### src/rtl/fetch_stage.sv
// fetch_stage: PC, single-outstanding imem port, prefetch FIFO and decode handshake; FETCH_PERF_CNT_EN adds perf counters
module fetch_stage #(
  parameter logic [15:0] RESET_PC  = 16'h0000,
  parameter int          BUF_DEPTH = 2
) (
  input  logic        clk,
  input  logic        rst_n,
  output logic        imem_req,
  output logic [15:0] imem_addr,
  input  logic        imem_ack,
  input  logic [15:0] imem_rdata,
  input  logic        redirect_valid,
  input  logic [15:0] redirect_pc,
  input  logic        halt,
  output logic [15:0] instr,
  output logic [15:0] pc_plus2,
  output logic        instr_valid,
  input  logic        instr_ready,
  output logic        halted,
  output logic [15:0] fetch_count,
  output logic [15:0] flush_count
);
  localparam int AW = $clog2(BUF_DEPTH);
  localparam int CW = AW + 1;

  typedef enum logic [2:0] {RUN, WAIT, FLUSH, DRAIN, HALTED} state_t;

  state_t          state_q, state_d;
  logic [15:0]     pc_q, pc_d;
  logic [15:0]     fifo_instr_q [BUF_DEPTH];
  logic [15:0]     fifo_p2_q [BUF_DEPTH];
  logic [AW-1:0]   wr_q, rd_q;
  logic [CW-1:0]   cnt_q;
  logic            busy, pending, kill, push, pop;

  assign imem_req    = rst_n && state_q == RUN && cnt_q < CW'(BUF_DEPTH);
  assign imem_addr   = pc_q;
  assign instr_valid = cnt_q != '0;
  assign instr       = instr_valid ? fifo_instr_q[rd_q] : 16'h0800;
  assign pc_plus2    = instr_valid ? fifo_p2_q[rd_q] : 16'h0000;
  assign halted      = state_q == HALTED;
  // busy: a request is in flight whose ack has not yet been consumed
  assign busy        = state_q == WAIT || state_q == FLUSH || state_q == DRAIN;
  // pending: an ack will still be owed after this edge
  assign pending     = (busy && !imem_ack) || imem_req;
  assign kill        = (halt && state_q != HALTED) ||
                       (redirect_valid && (state_q == RUN || state_q == WAIT || state_q == FLUSH));
  assign push        = state_q == WAIT && imem_ack && !kill;
  assign pop         = instr_valid && instr_ready && !kill;

  // next state: halt beats redirect, both beat normal request/ack sequencing
  always_comb begin
    state_d = state_q;
    pc_d    = push ? pc_q + 16'd2 : pc_q;
    if (halt && state_q != HALTED)
      state_d = pending ? DRAIN : HALTED;
    else if (kill) begin
      state_d = pending ? FLUSH : RUN;
      pc_d    = redirect_pc & 16'hFFFE;
    end
    else if (state_q == RUN && imem_req)
      state_d = WAIT;
    else if (busy && imem_ack)
      state_d = state_q == DRAIN ? HALTED : RUN;
  end

  // state, pc and FIFO pointers; a redirect or halt empties the FIFO
  always_ff @(posedge clk or negedge rst_n) begin
    if (!rst_n) begin
      state_q <= RUN;
      pc_q    <= RESET_PC;
      wr_q    <= '0;
      rd_q    <= '0;
      cnt_q   <= '0;
    end else begin
      state_q <= state_d;
      pc_q    <= pc_d;
      wr_q    <= kill ? '0 : wr_q + AW'(push);
      rd_q    <= kill ? '0 : rd_q + AW'(pop);
      cnt_q   <= kill ? '0 : cnt_q + CW'(push) - CW'(pop);
    end
  end

  // FIFO storage; contents are only meaningful below the occupancy count
  always_ff @(posedge clk) begin
    if (push) begin
      fifo_instr_q[wr_q] <= imem_rdata;
      fifo_p2_q[wr_q]    <= pc_q + 16'd2;
    end
  end

`ifdef FETCH_PERF_CNT_EN
  logic [15:0] fetch_cnt_q, flush_cnt_q;
  logic        squash;

  assign squash      = cnt_q != '0 || state_q == WAIT || imem_req;
  assign fetch_count = fetch_cnt_q;
  assign flush_count = flush_cnt_q;

  // saturating counters of decode pops and effective flushes
  always_ff @(posedge clk or negedge rst_n) begin
    if (!rst_n) begin
      fetch_cnt_q <= '0;
      flush_cnt_q <= '0;
    end else begin
      fetch_cnt_q <= fetch_cnt_q + 16'(pop && fetch_cnt_q != 16'hFFFF);
      flush_cnt_q <= flush_cnt_q + 16'(kill && squash && flush_cnt_q != 16'hFFFF);
    end
  end
`else
  assign fetch_count = 16'h0000;
  assign flush_count = 16'h0000;
`endif

endmodule

### config.mk
export PLATFORM = sky130hd
export DESIGN_NAME = fetch_stage
export DESIGN_NICKNAME = d
export VERILOG_FILES = /design/src/rtl/fetch_stage.sv
export SDC_FILE = /design/constraint.sdc
export NUM_CORES = 1
export LEC_CHECK = 0
export CAP_MARGIN = 10
export CORE_MARGIN = 2
export CORE_UTILIZATION = 30
export CTS_BUF_LIST = sky130_fd_sc_hd__clkbuf_4 sky130_fd_sc_hd__clkbuf_8 sky130_fd_sc_hd__clkbuf_16
export CTS_CLUSTER_SIZE = 30
export DETAILED_ROUTE_END_ITERATION = 8
export SETUP_SLACK_MARGIN = 0.3
export SLEW_MARGIN = 15
export SYNTH_ARGS = -nofsm -noshare
export SYNTH_HDL_FRONTEND = slang
export SYNTH_SLANG_ARGS = --single-unit
### constraint.sdc
create_clock -name clk -period 2.5 [get_ports clk]
set_input_delay 0.5 -clock clk [delete_from_list [all_inputs] [get_ports clk]]
set_output_delay 0.5 -clock clk [all_outputs]
set_load 0.02 [all_outputs]
==> impl_metrics.toml, run 1 <==
[final_layout]
drive_above_1_share = 0.108
layout.nets = 469
area_growth_pct = 32.6
antenna_cells = 0
finalCoreUtilization = 0.409

[grt]
grtUsageTotal = 0.119
grt_pass1_wl_mm = 13.4
grt_max_degree = 32
antenna_found_initial = 0
grt.overflow.total = 0
grt_pass1_vias = 2652

[floorplanning]
core_region_area_um2 = 13200
rows = 42
start_util = 0.308
fp.dieW_um = 121
die_area_um2 = 14600
die_h_um = 121
pin_count = 121

[clock_network]
htreeDepth = 3
clkLatencyLatePin_ns = 0.34
cts_sinks = 84
cts_hold_buf = 0
cts_tree = "done"
post-cts-setup-buffers = 0
cts-buffers-inserted = 9
cts_root_buf = "clkbuf_16"
clk_pin_slew_ns = 0.06
cts_max_path_buffers = 2

[setup_path]
startpoint_type = "flip-flop"
cp_max_fo = 3
crit_arrival_ns = 1.58
cp-end-kind = "primary output"
crit_required_ns = 2.00
worstSetupPathType = "flip-flop to primary output"

[sta]
fin_ws_ns = 0.415
slew_viol_final = 0
rsz0062_at_grt = "no"
setup_tns_ns = 0
finalHoldViolations = 0
hold_ws_ns = 0.187
fin_worst_skew_ns = 0.00879
period_minus_slack_ns = 2.08
setup_violations = 0
finalCritPeriodShare = 0.834
max_freq_ghz = 0.480

[yosys]
synth_top_area_share = 0.456
synth.most_common_cell = "edfxtp_1"
ys_seq_area_frac = 0.591
ys_ff_latch = 84
synth_cells = 337
synthDistinctLibCells = 43
synthTopCellsByArea = "edfxtp_1, dfrtp_1, mux2i_1"
yosysTopAreaCell = "edfxtp_1"
netlist_top_cells_count = "edfxtp_1, nor2_1, buf_4"
netlist_area_um2 = 4080
synth-edff-count = 62
synth.avg_cell_area_um2 = 12.1
ys.warnings.count = 0
synth_flop_cell = "edfxtp_1"
synth-async-reset-ratio = 0.262

[routing]
wl_per_cell_um = 14.0
drtIter0Drc = 128
avgViaCountPerCell = 4.40
vias = 2681
wl_mm = 8.56
drtAntennaViolNets = 0
drtPass1Iterations = 4
drc = 0

[placed_design]
io_buffers = 85
place_ws_ns = -0.153
hpwl_mm = 6.12
gp_congestion = 0.767

[pwr]
power_density_nw_per_um2 = 1070
vdd.ir_drop.worst_uv = 379
leakagePower_uw = 0.00215

[worst_hold_path]
hp-class = "input pin to asynchronous set/reset pin"

[job]
maxCapViolCount = 0

[run_status]
status = "finished, final reports clean"
## worst max-delay path: stages, from the launching register on
cell and delay (ns):
dfrtp_1 0.44, nor2_4 0.18, inv_1 0.09, clkdlybuf4s50_1 0.54
## repair_timing
| action | CTS | global route |
|---|---|---|
| gates resized for setup | 36 | 15 |
| setup endpoints to repair | 33 | 4 |
| cloned | 0 | 0 |
## flip-flops by register name (all words and copies together) (netlist names)
| name | count |
|---|---|
| fifo_p2_q | 30 |
| rd_q | 1 |
| state_q | 3 |
| imem_addr | 15 |
| cnt_q | 2 |
| wr_q | 1 |
| fifo_instr_q | 32 |
## final timing paths
path	from	to	slack, ns	cells after the start
hold reg to reg	imem_addr[15]	imem_addr[15]	0.61	2
hold / removal	rst_n	state_q[0]	0.19	2
max in group asynchronous	rst_n	rd_q	2.06	2
min in group clk	imem_addr[15]	imem_addr[15]	0.61	2
setup reg to reg	state_q[2]	imem_addr[15]	0.48	4
setup / recovery	cnt_q[1]	instr_valid	0.42	3
## layer usage
layer | vias up | track usage | part of all wire
li1 | 1308 | - | -
met2 | 78 | 0.200 | 0.48
met5 | - | 0 | 0
met4 | 0 | 0.0516 | 0.022
met1 | 1283 | 0.148 | 0.45
met3 | 12 | 0.0269 | 0.049
## layout make-up
class | instances | area [um2]
Timing Repair Buffer | 101 | 992
Sequential cell | 84 | 2410
Clock inverter | 5 | 85.1
Fill cell | 1294 | 7830
Clock buffer | 11 | 240
Inverter | 2 | 7.51
Multi-Input combinational cell | 231 | 1450
Tap cell | 176 | 220
## kinds of logic after synthesis
group	after synthesis	synth area share
xor+xnor	25	0.0536
compound gates	28	0.0447
fa+ha+maj	2	0.00613
simple gates	109	0.131
other cells	1	0.000919
buf+inv	55	0.0916
mux	33	0.0812
flops	84	0.591
## power by group
part | internal, uW | switching, uW
sequential | 1770 | 290
clock | 902 | 525
combinational | 1020 | 1300
## cells in the final DEF, fill, tap and decap left out, types with 11 or more instances in the layout
cell type / netlist / routed
dlygate4sd2_1: 0 / 30
o21ai_0: 13 / 13
dfrtp_1: 22 / 21
nand2_1: 27 / 27
xor2_1: 15 / 15
nor2_1: 42 / 39
clkdlybuf4s50_1: 0 / 50
conb_1: 1 / 34
edfxtp_1: 62 / 62
nand3_1: 11 / 11
mux2i_1: 32 / 31
## stage by stage
step                std cells  cell area (um2)  power, uW
global route              610             5410       6120
CTS                       610             5380       5860
global placement          594             5070       4460
floorplan                 370             4220       3460
detailed placement        594             5070       4510
finish                    610             5410       5810
Note: power is estimated with default switching activity, not from simulation.
==> inputs of run 2 (changes only) <==
- clock period: 2.5 -> 1.8 ns (I/O delays scaled with it)
==> run 2 against run 1 <==
Net effect: the flow now finishes with violations (negative setup slack); cell count increased by 10%; power increased by 54%; register-to-register slack got worse by 0.64 ns; sequential power increased by 34%; via count increased by 8.1%; largest cell class unchanged.
==> impl_metrics.toml, run 2 (synthesized netlist as in run 1, its figures left out) <==
[run_status]
status = "finished with violations"
failed_checks = "negative setup slack"

[floorplanning]
die_h_um = 121
rows = 42
fp.dieW_um = 121
pin_count = 121
core_region_area_um2 = 13200
die_area_um2 = 14600
start_util = 0.308

[final_layout]
finalCoreUtilization = 0.471
drive_above_1_share = 0.424
area_growth_pct = 52.6
layout_commonest_cell = "edfxtp_1"
antenna_cells = 0
layout.nets = 530
layout_common_cells = "edfxtp_1, buf_4, buf_6, clkdlybuf4s50_1, conb_1"
top_register = "fifo_instr_q"
largest_register_ff_count = 32
design_area_um2 = 6230

[sta]
fin_ws_ns = -0.163
period_minus_slack_ns = 1.96
setup_violations = 94
fin_worst_skew_ns = 0.00857
finalHoldViolations = 0
finalCritPeriodShare = 1.09
hold_ws_ns = 0.163
slew_viol_final = 0
setup_tns_ns = -5.61
rsz0062_at_grt = "yes"
max_freq_ghz = 0.509

[routing]
wl_mm = 9.49
avgViaCountPerCell = 4.32
drtAntennaViolNets = 0
drc = 0
drtPass1Iterations = 4
wl_per_cell_um = 14.1
vias = 2898
drtIter0Drc = 190

[placed_design]
gp_congestion = 0.832
io_buffers = 85
postPlaceCellArea_um2 = 5400
hpwl_mm = 6.48
place_ws_ns = -0.673

[clock_network]
cts_hold_buf = 0
clk_pin_slew_ns = 0.06
htreeDepth = 3
cts_sinks = 84
cts_tree = "done"
cts-buffers-inserted = 9
cts_root_buf = "clkbuf_16"
cts_max_path_buffers = 2
clkLatencyLatePin_ns = 0.33

[pwr]
vdd.ir_drop.worst_uv = 606
power_density_nw_per_um2 = 1440
leakagePower_uw = 0.00244

[setup_path]
cp-end-kind = "primary output"
crit_path_max_incr_delay_ns = 0.52
startpoint_type = "flip-flop"
worstSetupPathType = "flip-flop to primary output"
crit_required_ns = 1.44
path_cells = "buf_4 -> or4b_4 -> nor2_4 -> buf_6"
crit_family = "simple AND/OR/NAND/NOR gates"
critical_path_buf_inv_count = 2
crit_arrival_ns = 1.60
cp_max_fo = 2
cpMaxStageDelayCell = "or4b_4"

[worst_hold_path]
hp-class = "input pin to asynchronous set/reset pin"

[grt]
grt_pass1_vias = 2865
antenna_found_initial = 0
grt.overflow.total = 0
grtUsageTotal = 0.131
grt_max_degree = 23
grt_pass1_wl_mm = 14.6

[job]
maxCapViolCount = 0
==> run 2: layout make-up <==
class / instances / area (um2)
inverters: 2 / 7.51
fillers: 1195 / 7010
repair buffers: 162 / 1590
flip-flops and latches: 84 / 2420
clock buffers: 13 / 262
clock inverters: 3 / 22.5
well taps: 176 / 220
multi-input cells: 231 / 1710
==> run 2: repair_timing <==
item | CTS | global route
buffers inserted | 18 | 9
endpoints found under the hold margin | 0 | 0
cloned | 5 | 2
pin swaps | 33 | 14
gates resized for setup | 275 | 23
endpoints found under the setup margin | 139 | 132
==> run 2: worst paths after layout <==
kind,from,to,slack (ns),cells past startpoint
hold / removal,rst_n,state_q[2],0.16,2
hold reg to reg,state_q[2],state_q[2],0.63,3
min in group clk,redirect_pc[1],imem_addr[1],0.57,3
max in group asynchronous,rst_n,imem_addr[13],1.38,2
setup / recovery,cnt_q[1],imem_req,-0.16,4
setup reg to reg,cnt_q[1],cnt_q[1],-0.16,10
==> run 2: per-stage QoR <==
step	cells	power [uW]
final	671	8960
after global routing	671	9450
after CTS	660	8910
after detailed placement	621	6740
after global placement	621	6680
after floorplan	370	5080
==> run 2: report_power, final <==
part           total, uW  leakage [uW]  switching, uW  internal, uW
logic               4480       0.00148           2370          2110
registers           2770      0.000826            296          2480
clock network       1710      0.000132            689          1020
==> run 2: worst register-to-register path: stages (launching register included) <==
cell,delay [ns]
dfrtp_1,0.39
buf_6,0.13
nor2_4,0.18
inv_2,0.08
nand2_4,0.09
xor2_1,0.15
nor2_1,0.06
ha_2,0.19
xor2_1,0.15
or3_1,0.34
a21oi_2,0.13
==> run 2: routing by layer <==
metal,vias to the layer above,global-route usage,routed length [um]
met4,0,0.0509,162
met1,1367,0.164,4180
li1,1433,-,-
met5,-,0,0
met3,12,0.0307,476
met2,86,0.219,4670
==> inputs of run 3 (changes only) <==
- CTS_CLUSTER_DIAMETER: default -> 120
==> results of run 3 <==
Final layout, timing and power as in run 2 (identical DEF).
